File: src/rtl/fifo_thresh.sv
// Synchronous first-word-fall-through FIFO with registered occupancy flags,
// programmable almost-full/almost-empty thresholds and sticky error flags.
module fifo_thresh #(
   parameter int DATA_WIDTH   = 16,
   parameter int DEPTH        = 8,
   parameter int AFULL_LEVEL  = DEPTH - 2,
   parameter int AEMPTY_LEVEL = 1
) (
   input  logic                     i_clk,
   input  logic                     i_reset,
   input  logic [DATA_WIDTH-1:0]    i_w_data,
   input  logic                     i_w_data_stb,
   input  logic                     i_r_data_stb,
   input  logic                     i_flush,
   input  logic                     i_clear_err,
   output logic [DATA_WIDTH-1:0]    o_r_data,
   output logic                     o_full,
   output logic                     o_empty,
   output logic                     o_almost_full,
   output logic                     o_almost_empty,
   output logic [$clog2(DEPTH):0]   o_item_count,
   output logic [$clog2(DEPTH):0]   o_free_size,
   output logic                     o_overflow,
   output logic                     o_underflow
);

   localparam int AW = $clog2(DEPTH);
   localparam int CW = AW + 1;
   localparam logic [CW-1:0] DEPTH_C  = CW'(DEPTH);
   localparam logic [CW-1:0] AFULL_C  = CW'(AFULL_LEVEL);
   localparam logic [CW-1:0] AEMPTY_C = CW'(AEMPTY_LEVEL);

   logic [DATA_WIDTH-1:0] mem_q [DEPTH];
   logic [DATA_WIDTH-1:0] mem_d [DEPTH];
   logic [AW-1:0]         rd_ptr_q, rd_ptr_d;
   logic [AW-1:0]         wr_ptr_q, wr_ptr_d;
   logic [CW-1:0]         count_q, count_d;
   logic                  full_q, full_d;
   logic                  empty_q, empty_d;
   logic                  afull_q, afull_d;
   logic                  aempty_q, aempty_d;
   logic                  overflow_q, overflow_d;
   logic                  underflow_q, underflow_d;
   logic                  rd_ok;
   logic                  wr_ok;

   always_comb begin
      rd_ok       = i_r_data_stb && !empty_q;
      // A full FIFO can still take a write when a read frees a slot this cycle
      wr_ok       = i_w_data_stb && (!full_q || rd_ok);
      mem_d       = mem_q;
      rd_ptr_d    = rd_ptr_q;
      wr_ptr_d    = wr_ptr_q;
      count_d     = count_q;
      overflow_d  = overflow_q && !i_clear_err;
      underflow_d = underflow_q && !i_clear_err;
      if (i_flush) begin
         rd_ptr_d = '0;
         wr_ptr_d = '0;
         count_d  = '0;
      end else begin
         if (wr_ok) begin
            mem_d[wr_ptr_q] = i_w_data;
            wr_ptr_d        = wr_ptr_q + AW'(1);
         end
         if (rd_ok) begin
            rd_ptr_d = rd_ptr_q + AW'(1);
         end
         case ({wr_ok, rd_ok})
            2'b10:   count_d = count_q + CW'(1);
            2'b01:   count_d = count_q - CW'(1);
            default: count_d = count_q;
         endcase
         if (i_w_data_stb && !wr_ok) begin
            overflow_d = 1'b1;
         end
         if (i_r_data_stb && empty_q) begin
            underflow_d = 1'b1;
         end
      end
      // Flags come from the next count so they change together with it
      full_d   = (count_d == DEPTH_C);
      empty_d  = (count_d == '0);
      afull_d  = (count_d >= AFULL_C);
      aempty_d = (count_d <= AEMPTY_C);
   end

   always_ff @(posedge i_clk) begin
      if (i_reset) begin
         rd_ptr_q    <= '0;
         wr_ptr_q    <= '0;
         count_q     <= '0;
         full_q      <= 1'b0;
         empty_q     <= 1'b1;
         afull_q     <= (AFULL_C == '0);
         aempty_q    <= 1'b1;
         overflow_q  <= 1'b0;
         underflow_q <= 1'b0;
      end else begin
         rd_ptr_q    <= rd_ptr_d;
         wr_ptr_q    <= wr_ptr_d;
         count_q     <= count_d;
         full_q      <= full_d;
         empty_q     <= empty_d;
         afull_q     <= afull_d;
         aempty_q    <= aempty_d;
         overflow_q  <= overflow_d;
         underflow_q <= underflow_d;
      end
   end

   // Storage carries no reset; stale words are unreachable once pointers clear
   always_ff @(posedge i_clk) begin
      mem_q <= mem_d;
   end

   assign o_r_data       = mem_q[rd_ptr_q];
   assign o_full         = full_q;
   assign o_empty        = empty_q;
   assign o_almost_full  = afull_q;
   assign o_almost_empty = aempty_q;
   assign o_item_count   = count_q;
   assign o_free_size    = DEPTH_C - count_q;
   assign o_overflow     = overflow_q;
   assign o_underflow    = underflow_q;

endmodule

File: config.mk
export PLATFORM = sky130hd
export DESIGN_NAME = fifo_thresh
export DESIGN_NICKNAME = d
export VERILOG_FILES = /design/src/rtl/fifo_thresh.sv
export SDC_FILE = /design/constraint.sdc
export NUM_CORES = 1
export LEC_CHECK = 0
export CORE_MARGIN = 1.5
export CORE_UTILIZATION = 50
export CTS_CLUSTER_SIZE = 24
export DETAILED_ROUTE_END_ITERATION = 16
export PLACE_DENSITY = 0.71
export SLEW_MARGIN = 15
export SYNTH_ARGS = -nofsm -noshare
export SYNTH_HDL_FRONTEND = slang
export SYNTH_SLANG_ARGS = --single-unit
File: constraint.sdc
create_clock -name i_clk -period 2.8 [get_ports i_clk]
set_input_delay 0.28 -clock i_clk [delete_from_list [all_inputs] [get_ports i_clk]]
set_output_delay 0.28 -clock i_clk [all_outputs]
set_load 0.03 [all_outputs]
# Word level (Yosys, flattened, before mapping)

Index checks and enable logic that the tools add are counted.

Register bits: 144
Bits of input ports: 22
Word-level logic and storage cells: 60

$add $sub $neg: 5
$lt $le $gt $ge: 5
Eq/ne operators: 3
Muxes and demuxes: 12
Bitwise gates (word level): 3
Reduce and logical (&&, ||, !) cells: 15

Operator list:

| kind                                                            | number |
|---|---|
| bitwise mux 128 bit                                             | 1 |
| binary-select mux 16 bit (select 3 bit)                         | 1 |
| demux 16 bit (select 3 bit)                                     | 1 |
| two-way mux 16 bit                                              | 3 |
| >= comparator 4 bit (second input constant)                     | 2 |
| NOT 3 -> 4 bit                                                  | 2 |
| case mux 4 bit (2 select lines)                                 | 1 |
| logical AND 1 bit                                               | 7 |
| adder 3 x 1 -> 3 bit (second input constant)                    | 2 |
| adder 4 x 1 -> 4 bit (second input constant)                    | 1 |
| equality test 4 bit (second input constant)                     | 1 |
| >= comparator 4 x 3 -> 1 bit (second input constant)            | 1 |
| less-or-equal comparator 4 x 1 -> 1 bit (second input constant) | 1 |
| logical NOT 1 bit                                               | 4 |
| logical NOT 4 bit                                               | 1 |
| less-than comparator 4 x 1 -> 1 bit (second input constant)     | 1 |
| two-way mux 1 bit                                               | 4 |
| two-way mux 4 bit                                               | 1 |
| subtractor 4 x 1 -> 4 bit (second input constant)               | 1 |
| subtractor 4 bit (first input constant)                         | 1 |
| equality test 2 x 1 -> 1 bit (second input constant)            | 1 |
| equality test 2 bit (second input constant)                     | 1 |
| AND reduction 2 bit                                             | 1 |
| OR reduction 2 bit                                              | 1 |
| 2 further kinds                                                 | 2 |

# Depth between registers and ports, before layout

Gate-level depths: netlist of the first run.

Word-level depth: 8
Gate-level depth with buffers: 12

# Worst setup path after synthesis of the first run

Ideal clock, no wire load.

Path type: reg2reg
Start: register empty_q, in the netlist o_empty
End: register mem_q[112] (netlist name), enable pin
Setup time: 409 ps
Arrival time: 2,151 ps
Required time: 2,391 ps
Slack: 240 ps
Cell stages (with the launch flop): 6
Buffers on the path: 0
Period minus slack after synthesis: 2,560 ps
Cells stage by stage: dfxtp_1 nand2b_1 nand2_1 and3b_1 nand2b_1 nor3_1

Word-level cells in the longest chain between the ends: 5

Ends and longest elaborated chain:

| what                                 | RTL line | RTL |
|---|---|---|
| from (decl)                          | 39       | `logic empty_q, empty_d;` |
| from (signal assigned)               | 104      | `empty_q <= empty_d;` |
| logical NOT 1 bit                    | 48       | `rd_ok = i_r_data_stb && !empty_q;` |
| logical AND 1 bit                    | 48       |  |
| logical OR 1 bit                     | 50       | `wr_ok = i_w_data_stb && (!full_q \|\| rd_ok);` |
| logical AND 1 bit                    | 50       |  |
| AND reduction 2 bit (no source line) | --       |  |
| to (signal assigned)                 | 114      | `mem_q <= mem_d;` |
| to (decl)                            | 33       | `logic [DATA_WIDTH-1:0] mem_q [DEPTH];` |

No other way between the ends.
A chain may end at the register's enable or synchronous reset.

# Final worst setup path of the first run

Start: register rd_ptr_q[1]
End: output port o_r_data[11]

Word-level cells in the longest chain between the ends: 4

Ends and longest elaborated chain:

| what                                                   | RTL line | RTL |
|---|---|---|
| from (decl)                                            | 35       | `logic [AW-1:0] rd_ptr_q, rd_ptr_d;` |
| from (signal assigned)                                 | 100      | `rd_ptr_q <= rd_ptr_d;` |
| NOT 3 -> 4 bit (implied by the code)                   | 117      | `assign o_r_data = mem_q[rd_ptr_q];` |
| binary-select mux 16 bit (select 3 bit)                | 117      |  |
| two-way mux 16 bit (implied by the code) (2 in series) | 117      |  |
| to (decl)                                              | 16       | `output logic [DATA_WIDTH-1:0] o_r_data,` |

No other way between the ends. The select of a mux whose other input is x is not followed.

==> flow_metrics.env, run 1 <==
export IMPL_grt_ovfl_total=0
export IMPL_synth_xor_area_frac=0.0199
export IMPL_ys_ff_latch=144
export IMPL_setup_viol_count_final=0
export IMPL_die_x_um=110
export IMPL_ir_drop_mv=0.398
export IMPL_synth_cells=284
export IMPL_p_leak_nw=2.41
export IMPL_synth_mux_area_frac=0.159
export IMPL_max_freq_mhz=387
export IMPL_grt_pass1_vias=2980
export IMPL_cap_violations=0
export IMPL_synth_top_family_by_area="multiplexers"
export IMPL_drive_above_1_share=0.285
export IMPL_finalHoldViolations=0
export IMPL_die_h_um=110
export IMPL_gp_congestion=0.699
export IMPL_ioPinCount=52
export IMPL_hp_class="primary input to register"
export IMPL_synth_flop_cell="edfxtp_1"
export IMPL_wl_per_cell_um=20.6
export IMPL_postSynthAreaPerCell_um2=20.0
export IMPL_cts_root_buf="clkbuf_16"
export IMPL_design_die_area_um2=12000
export IMPL_antenna_found_initial=0
export IMPL_cts_path_max_buffers=2
export IMPL_register_area_um2=4170
export IMPL_synth_seq_area_share=0.734
export IMPL_slew_viol_final=0
export IMPL_fin_skew_ns=0.00986
export IMPL_grt_max_degree=33
export IMPL_multi_input_comb_area_um2=1420
export IMPL_start_util=0.519
export IMPL_rows=38
export IMPL_cts_tree="yes"
export IMPL_crit_family="buffers and inverters"
export IMPL_core_um2=10900
export IMPL_async_reset_ff_frac=0
export IMPL_syn_cell_area_um2=5670
export IMPL_drtIter0Drc=195
export IMPL_yosys_area_share_adder=0.0132
export IMPL_power_total_mw=5.08
export IMPL_fin_crit_ns=2.58
export IMPL_synth_cell_types=34
export IMPL_rsz0062_at_grt="false"
export IMPL_vias_per_cell=5.48
export IMPL_htreeDepth=4
export IMPL_fill_cells=747
export IMPL_status="finished clean"
export IMPL_worst_path_buf_inv=2
export IMPL_worstPathRequired_ns=2.52
export IMPL_worstPathMaxFanout=23
export IMPL_cts_sinks=144
export IMPL_tns_ns=0
export IMPL_port_buffer_count=51
export IMPL_clkTransAtPathRegs_ns=0.06
export IMPL_cp_slowest_cell="clkdlybuf4s50_1"
export IMPL_fin_nets=391
export IMPL_antenna_cells=0
export IMPL_synth_edf_count=128
export IMPL_synthToLayoutAreaGrowth_pct=25.1
export IMPL_yosys_warnings=0
export IMPL_grt_pass1_wl_um=16500
export IMPL_synth_compound_area_frac=0.0152
export IMPL_cts_buffers_inserted=17
export IMPL_drt_pass1_iter_count=4
export IMPL_slew_headroom=0.722
export IMPL_drc=0
export IMPL_drt_total_wl_um=10600
export IMPL_placed_area_um2=6460
export IMPL_final_period_utilization=0.923
export IMPL_powerDensity_nw_per_um2=716
export IMPL_holdWs_ns=0.432
export IMPL_hpwl_um=6320
export IMPL_crit_chain="buf_4 -> mux4_2 -> mux2_2 -> clkdlybuf4s50_1"
export IMPL_grt_total_usage=0.198
export IMPL_clkLatencyLatePin_ns=0.42
export IMPL_mappedNetlistNets=312
export IMPL_max_stage_delay_ns=0.59
export IMPL_crit_type="register to output port"
export IMPL_cts_hold_repair_buffers=0
export IMPL_tightest_slew_ns=0.414
export IMPL_yosys_area_share_simple=0.0410
export IMPL_start_kind="register"
export IMPL_fin_area_um2=7100
export IMPL_worstSetupEndpointType="output port"
export IMPL_cp_arrival_ns=2.30
export IMPL_ant_nets=0
export IMPL_vias=2830
[timing repair]
item	4_1_cts	5_1_grt
setup endpoints to repair	15	0
buffers inserted	0	0
resized for setup	15	0
hold endpoints to repair	0	0
[worst paths after layout]
| check | start | end | slack (ns) | cells past startpoint |
|---|---|---|---|---|
| worst max-delay path | rd_ptr_q[1] | o_r_data[11] | 0.22 | 4 |
| worst max register to register | o_empty | o_full | 0.42 | 11 |
| worst min-delay path | i_reset | o_overflow | 0.43 | 2 |
| worst min register to register | o_underflow | o_underflow | 0.49 | 2 |
[logic make-up after synthesis]
| kind of cell | count (synthesis) |
|---|---|
| DFF | 144 |
| buffers and inverters | 18 |
| and+or+nand+nor | 43 |
| muxes | 48 |
| xor gates and xnor gates | 12 |
| AOI/OAI and AO/OA | 13 |
| adders and majority gates | 6 |
[stage by stage]
step / utilization / cells / setup slack, ns
final: 0.649 / 516 / 0.217
after global routing: 0.649 / 516 / 0.113
after CTS: 0.649 / 516 / 0.170
after detailed placement: 0.591 / 484 / 0.0712
after global placement: 0.591 / 484 / 0.192
after floorplan: - / 284 / 0.240
[report_power, final]
group | leakage (nW) | switching, mW | internal [mW]
registers | 1.29 | 0.0131 | 2.36
clock network | 0.313 | 0.800 | 1.66
logic | 0.806 | 0.136 | 0.113
[layout make-up]
cell class,count,share of cell area
flip-flops and latches,144,0.587
multi-input cells,122,0.200
repair buffers,73,0.0943
clock buffers,20,0.0615
clock inverters,12,0.0301
well taps,140,0.0247
inverters,5,0.00264
[cells in the final DEF, fill, tap and decap left out, types with 2 or more instances in the layout]
master / Yosys / routed
clkbuf_16: 0 / 17
clkdlybuf4s50_1: 0 / 36
nand3_1: 2 / 2
mux2_2: 16 / 16
xor2_1: 8 / 8
mux4_2: 32 / 32
dfxtp_1: 16 / 15
ha_1: 6 / 6
buf_4: 1 / 21
clkinv_2: 0 / 2
inv_1: 5 / 5
nor3_2: 1 / 3
a31o_1: 2 / 2
bufinv_16: 0 / 6
a21oi_1: 5 / 5
or2_2: 2 / 2
edfxtp_1: 128 / 128
nand2b_1: 5 / 5
xnor2_1: 3 / 3
clkinv_1: 0 / 2
clkbuf_1: 3 / 3
dlygate4sd2_1: 0 / 15
nor2_1: 17 / 17
nand2_1: 8 / 8
[per-layer routing]
metal,vias up,track usage,wire length [um]
met1,1457,0.251,4700
li1,1288,-,-
met2,70,0.322,5350
met5,-,0,0
met4,0,0.0677,153
met3,15,0.0682,431
[flip-flops by register name, summed over array words and instances (netlist names), 3 cells and up]
| signal | flops |
|---|---|
| o_item_count | 4 |
| wr_ptr_q | 3 |
| rd_ptr_q | 3 |
| mem_q | 128 |
[cells in the mapped netlist, drive strengths merged (2+ instances only)]
library cell  number  area share
nand3              2      0.0018
nor3               3      0.0035
inv                5      0.0033
edfxtp           128        0.68
a31o               2      0.0031
dfxtp             16       0.056
mux4              32        0.13
ha                 6       0.013
clkbuf             3      0.0020
xnor2              4      0.0075
xor2               8       0.012
buf               10       0.013
or2                2      0.0022
a21oi              6      0.0060
nand2b             5      0.0055
nor2              17       0.011
mux2              16       0.032
and3b              2      0.0033
nand2              8      0.0053
Note: power is estimated with default switching activity, not from simulation.
==> run 2, diff against run 1 <==
--- a/config.mk
+++ b/config.mk
@@ -9,7 +9,7 @@
 export CORE_UTILIZATION = 50
 export CTS_CLUSTER_SIZE = 24
 export DETAILED_ROUTE_END_ITERATION = 16
-export PLACE_DENSITY = 0.71
+export PLACE_DENSITY = 0.74
 export SLEW_MARGIN = 15
 export SYNTH_ARGS = -nofsm -noshare
 export SYNTH_HDL_FRONTEND = slang
==> constraint.sdc (replaced) <==
create_clock -name i_clk -period 2.16 [get_ports i_clk]
set_input_delay 0.216 -clock i_clk [delete_from_list [all_inputs] [get_ports i_clk]]
set_output_delay 0.216 -clock i_clk [all_outputs]
set_load 0.03 [all_outputs]
==> flow_metrics.env, run 2 (synthesis results as in run 1) <==
export IMPL_ir_drop_mv=0.473
export IMPL_drive_above_1_share=0.392
export IMPL_crit_family="multiplexers"
export IMPL_start_util=0.519
export IMPL_drt_total_wl_um=10800
export IMPL_final_common_cell="edfxtp_1"
export IMPL_cts_tree="yes"
export IMPL_vias=2882
export IMPL_die_h_um=110
export IMPL_fin_skew_ns=0.00774
export IMPL_start_kind="register"
export IMPL_status="finished with violations"
export IMPL_slew_headroom=0.739
export IMPL_min_to="o_overflow"
export IMPL_drt_pass1_iter_count=4
export IMPL_cts_buffers_inserted=17
export IMPL_tns_ns=-0.262
export IMPL_slew_viol_final=0
export IMPL_largest_reg_flops=128
export IMPL_powerDensity_nw_per_um2=845
export IMPL_max_stage_delay_ns=0.48
export IMPL_most_common_layout_cells="edfxtp_1 (128), mux4_2 (32), clkdlybuf4s50_1 (32)"
export IMPL_worstPathMaxFanout=13
export IMPL_clkLatencyLatePin_ns=0.41
export IMPL_drtIter0Drc=214
export IMPL_hold_depth=2
export IMPL_p_leak_nw=2.51
export IMPL_worst_path_buf_inv=3
export IMPL_violations="setup timing"
export IMPL_cts_path_max_buffers=2
export IMPL_drc=0
export IMPL_reg2reg_depth=12
export IMPL_hpwl_um=6130
export IMPL_clkTransAtPathRegs_ns=0.06
export IMPL_cap_violations=0
export IMPL_fill_cells=740
export IMPL_finalHoldViolations=0
export IMPL_die_x_um=110
export IMPL_fin_nets=405
export IMPL_gp_congestion=0.814
export IMPL_worstPathRequired_ns=1.94
export IMPL_utilization=0.674
export IMPL_vias_per_cell=5.44
export IMPL_cp_arrival_ns=2.01
export IMPL_r2r_start="o_empty"
export IMPL_ioPinCount=52
export IMPL_design_die_area_um2=12000
export IMPL_rrSetupSlack_ns=0.07
export IMPL_cts_hold_repair_buffers=0
export IMPL_cts_sinks=144
export IMPL_reg2reg_to="o_almost_empty"
export IMPL_grt_pass1_wl_um=16400
export IMPL_cp_slowest_cell="mux4_2"
export IMPL_hp_class="primary input to register"
export IMPL_cts_root_buf="clkbuf_16"
export IMPL_grt_max_degree=21
export IMPL_wl_per_cell_um=20.3
export IMPL_crit_chain="buf_12 -> buf_4 -> mux4_2 -> mux2_4 -> buf_6"
export IMPL_grt_total_usage=0.199
export IMPL_grt_pass1_vias=3024
export IMPL_hp_start="i_reset"
export IMPL_largest_register="mem_q"
export IMPL_core_um2=10900
export IMPL_ant_nets=0
export IMPL_tightest_slew_ns=0.390
export IMPL_synthToLayoutAreaGrowth_pct=29.8
export IMPL_rsz0062_at_grt="true"
export IMPL_setup_viol_count_final=6
export IMPL_final_period_utilization=1.03
export IMPL_port_buffer_count=51
export IMPL_holdWs_ns=0.399
export IMPL_crit_type="register to output port"
export IMPL_finalWorstSetupSlack_ns=-0.0637
export IMPL_antenna_cells=0
export IMPL_antenna_found_initial=0
export IMPL_worstSetupEndpointType="output port"
export IMPL_fin_crit_ns=2.22
export IMPL_htreeDepth=4
export IMPL_grt_ovfl_total=0
export IMPL_max_freq_mhz=450
export IMPL_rows=38
run 2: changes by cell type in the layout (fill, tap and decap cells not counted), sizes merged:
| cell | change |
|---|---|
| clkdlybuf4s50 | -4 |
| clkinv | +1 |
| clkbuf | +1 |
| bufinv | -4 |
| dlygate4sd2 | -12 |
| buf | +30 |
| clkinvlp | +2 |
run 2: worst max-delay path by stage:
| stage | startpoint | to | cells past startpoint |
|---|---|---|---|
| 6_report | rd_ptr_q[0] | o_r_data[10] | 5 |
| 5_1_grt | rd_ptr_q[0] | o_r_data[10] | 5 |
| 4_1_cts | rd_ptr_q[0] | o_r_data[5] | 4 |
| 3_5_place_dp | i_r_data_stb | o_full | 12 |
| 3_3_place_gp | i_r_data_stb | o_full | 12 |
| 2_1_floorplan | o_empty | o_full | 12 |
run 2: area by class of cell:
type	count	area (um2)	share of cell area
Inverter	5	18.8	0.00255
Tap cell	140	175	0.0238
Multi-Input combinational cell	122	1510	0.205
Sequential cell	144	4180	0.567
Clock inverter	11	115	0.0156
Clock buffer	21	460	0.0625
Timing Repair Buffer	87	912	0.124
run 2: where the power goes:
group	switching, mW	leakage (nW)	total (mW)	internal [mW]
logic	0.186	0.947	0.362	0.176
registers	0.0186	1.29	3.08	3.06
clock network	1.03	0.276	2.78	1.75
total	1.24	2.51	6.22	4.98
run 2: through the flow:
| stage | setup WS [ns] | std cells | power [mW] | area [um2] |
|---|---|---|---|---|
| detailed placement | -0.264 | 488 | 3.49 | 6640 |
| finish | -0.0637 | 530 | 6.22 | 7370 |
| CTS | -0.153 | 523 | 6.26 | 7290 |
| floorplan | 0.00602 | 284 | 3.32 | 5730 |
| global route | -0.122 | 530 | 6.41 | 7370 |
| global placement | -0.209 | 488 | 3.48 | 6640 |
run 2: worst reg2reg max path, delay by kind of cell (launching register included):
kind / cells / cell delay, ns
simple gates: 4 / 0.36
fa+ha+maj: 2 / 0.36
buf+inv: 1 / 0.17
xor+xnor: 3 / 0.47
flops: 1 / 0.35
compound gates: 2 / 0.29
run 2: what timing repair did:
action,in CTS,in global routing
gates resized for setup,93,17
buffers inserted,3,7
endpoints found under the setup margin,19,18
pin swaps,0,4
run 2: metal layers:
layer	vias to the layer above	GRT usage	routed length (um)
met5	-	0	0
met3	11	0.0688	627
met1	1461	0.247	4560
met2	88	0.323	5460
li1	1322	-	-
met4	0	0.0779	117
==> run 3, diff against run 2 <==
--- a/config.mk
+++ b/config.mk
@@ -5,11 +5,12 @@
 export SDC_FILE = /design/constraint.sdc
 export NUM_CORES = 1
 export LEC_CHECK = 0
+export ABC_AREA = 1
 export CORE_MARGIN = 1.5
 export CORE_UTILIZATION = 50
 export CTS_CLUSTER_SIZE = 24
 export DETAILED_ROUTE_END_ITERATION = 16
-export PLACE_DENSITY = 0.74
+export PLACE_DENSITY = 0.73
 export SLEW_MARGIN = 15
 export SYNTH_ARGS = -nofsm -noshare
 export SYNTH_HDL_FRONTEND = slang
==> flow_metrics.env, run 3 <==
export IMPL_hp_class="primary input to register"
export IMPL_fin_skew_ns=0.00593
export IMPL_yosys_area_share_adder=0.0128
export IMPL_status="finished clean"
export IMPL_cts_path_max_buffers=2
export IMPL_gp_congestion=0.827
export IMPL_drt_pass1_iter_count=4
export IMPL_yosys_warnings=0
export IMPL_synth_mux_area_frac=0
export IMPL_ys_ff_latch=144
export IMPL_slew_headroom=0.787
export IMPL_clkLatencyLatePin_ns=0.42
export IMPL_start_util=0.512
export IMPL_powerDensity_nw_per_um2=904
export IMPL_design_die_area_um2=12400
export IMPL_fin_crit_ns=2.10
export IMPL_yosysTopAreaCell="edfxtp_1"
export IMPL_cts_sinks=144
export IMPL_cts_root_buf="clkbuf_16"
export IMPL_final_period_utilization=0.974
export IMPL_core_um2=11400
export IMPL_synth_flop_cell="edfxtp_1"
export IMPL_async_reset_ff_frac=0
export IMPL_synth_compound_area_frac=0.0931
export IMPL_syn_cell_area_um2=5850
export IMPL_cts_tree="yes"
export IMPL_hpwl_um=7730
export IMPL_rows=39
export IMPL_fin_nets=599
export IMPL_cap_violations=0
export IMPL_vias_per_cell=5.46
export IMPL_clkTransAtPathRegs_ns=0.06
export IMPL_synth_cell_types=28
export IMPL_mappedNetlistNets=515
export IMPL_port_buffer_count=51
export IMPL_worstPathRequired_ns=1.94
export IMPL_cts_buffers_inserted=17
export IMPL_ant_nets=0
export IMPL_grt_total_usage=0.216
export IMPL_synth_xor_area_frac=0.00449
export IMPL_wl_per_cell_um=17.8
export IMPL_dp_slack_ns=-0.0540
export IMPL_most_common_layout_cells="edfxtp_1 (128), nor2_1 (115), nand2_1 (69)"
export IMPL_cp_slowest_cell="dfxtp_4"
export IMPL_synth_top_family_by_area="simple AND/OR/NAND/NOR gates"
export IMPL_grt_max_degree=41
export IMPL_synth_cells=487
export IMPL_htreeDepth=4
export IMPL_synth_top_area_frac=0.657
export IMPL_ir_drop_mv=0.569
export IMPL_worstPathMaxFanout=20
export IMPL_max_stage_delay_ns=0.43
export IMPL_synth_common_cells="edfxtp_1 (128), nor2_1 (115), nand2_1 (69)"
export IMPL_start_kind="register"
export IMPL_drtIter0Drc=258
export IMPL_die_x_um=111
export IMPL_finalHoldViolations=0
export IMPL_finalWorstSetupSlack_ns=0.0557
export IMPL_antenna_found_initial=0
export IMPL_crit_type="register to output port"
export IMPL_antenna_cells=0
export IMPL_worstSetupEndpointType="output port"
export IMPL_cp_arrival_ns=1.89
export IMPL_synthToLayoutAreaGrowth_pct=25.3
export IMPL_largest_register="mem_q"
export IMPL_grt_ovfl_total=0
export IMPL_vias=3968
export IMPL_ioPinCount=52
export IMPL_grt_pass1_wl_um=20400
export IMPL_setup_viol_count_final=0
export IMPL_drt_total_wl_um=12900
export IMPL_p_leak_nw=2.69
export IMPL_postSynthAreaPerCell_um2=12.0
export IMPL_holdWs_ns=0.393
export IMPL_grt_pass1_vias=4005
export IMPL_crit_chain="buf_12 -> nor2_1 -> o32ai_1 -> nand2_1 -> nand2_1 -> clkdlybuf4s15_2"
export IMPL_synth_seq_area_share=0.712
export IMPL_synthTopCellsByArea="edfxtp_1 (66%), nor2_1 (7.4%), dfxtp_1 (5.5%)"
export IMPL_synth_edf_count=128
export IMPL_slew_viol_final=0
export IMPL_yosys_area_share_simple=0.136
export IMPL_max_freq_mhz=475
export IMPL_yosysMostFrequentCell="edfxtp_1"
export IMPL_die_h_um=111
export IMPL_drive_above_1_share=0.175
export IMPL_largest_reg_flops=128
export IMPL_final_common_cell="edfxtp_1"
export IMPL_tightest_slew_ns=0.317
export IMPL_fill_cells=855
export IMPL_path_common_cell="nand2_1"
export IMPL_drc=0
export IMPL_rsz0062_at_grt="false"
-- run 3: cell types whose count changed after synthesis, sizes merged, moves of 5 or more --
| cell | change |
|---|---|
| o21ai | +39 |
| nor2 | +101 |
| buf | +6 |
| mux4 | -32 |
| inv | +18 |
| nand2b | -5 |
| nand3 | +9 |
| mux2 | -16 |
| xor2 | -6 |
| o32ai | +32 |
| nand2 | +64 |
| clkbuf | +6 |
-- run 3: area by class of cell --
cell class / instances / area [um2] / area share
multi-input combinational: 294 / 1470 / 0.201
tap: 143 / 179 / 0.0244
clock buffer: 17 / 425 / 0.0581
timing repair buffer: 90 / 865 / 0.118
inverter: 24 / 95.1 / 0.0130
sequential: 144 / 4170 / 0.569
clock inverter: 15 / 120 / 0.0164
-- run 3: routing by layer --
metal / share of wire / vias up / global-route usage
li1: - / 1898 / -
met1: 0.43 / 1928 / 0.289
met2: 0.50 / 122 / 0.353
met3: 0.047 / 20 / 0.0437
met4: 0.017 / 0 / 0.0835
met5: 0 / - / 0
-- run 3: logic make-up (layout without fill, tap and decap cells) --
group	Yosys count	in the layout
AND/OR/NAND/NOR	202	202
flip-flops	144	144
AO/OA/AOI/OAI	83	83
buffers and inverters	49	146
adder cells (fa/ha/maj)	6	6
XOR/XNOR	3	3
-- run 3: through the flow --
step | TNS [ns] | cells | power, mW | util | area (um2)
4_1_cts | -0.0188 | 726 | 6.65 | 0.641 | 7320
6_report | 0 | 727 | 6.62 | 0.642 | 7330
5_1_grt | 0 | 727 | 6.84 | 0.642 | 7330
3_3_place_gp | -0.0224 | 694 | 3.99 | 0.592 | 6760
3_5_place_dp | -0.117 | 694 | 4.00 | 0.592 | 6760
2_1_floorplan | 0 | 487 | 3.66 | - | 5850
-- run 3: final timing paths --
path	to	cells after the start	from	slack (ns)
max reg2reg	o_empty	13	o_empty	0.34
min	o_underflow	3	i_r_data_stb	0.39
min reg2reg	o_underflow	2	o_underflow	0.47
max	o_r_data[14]	6	rd_ptr_q[0]	0.06
-- run 3: worst max-delay path, delay by kind of cell (launching register included) --
family / cells / cell delay, ns
compound gates: 1 / 0.26
buf+inv: 2 / 0.50
simple gates: 3 / 0.27
flops: 1 / 0.43
-- run 3: report_power, final --
| part | internal, mW | total [mW] | leakage (nW) | switching (mW) |
|---|---|---|---|---|
| clock | 1.57 | 2.69 | 0.252 | 1.12 |
| combinational | 0.315 | 0.806 | 1.15 | 0.491 |
| sequential | 3.09 | 3.12 | 1.29 | 0.0376 |
-- run 3: timing repair --
action | in CTS | in global routing
buffers inserted | 0 | 0
hold buffers | 0 | 0
gates resized for setup | 48 | 26
setup endpoints to repair | 18 | 17
pin swaps | 0 | 0
gates cloned | 0 | 1
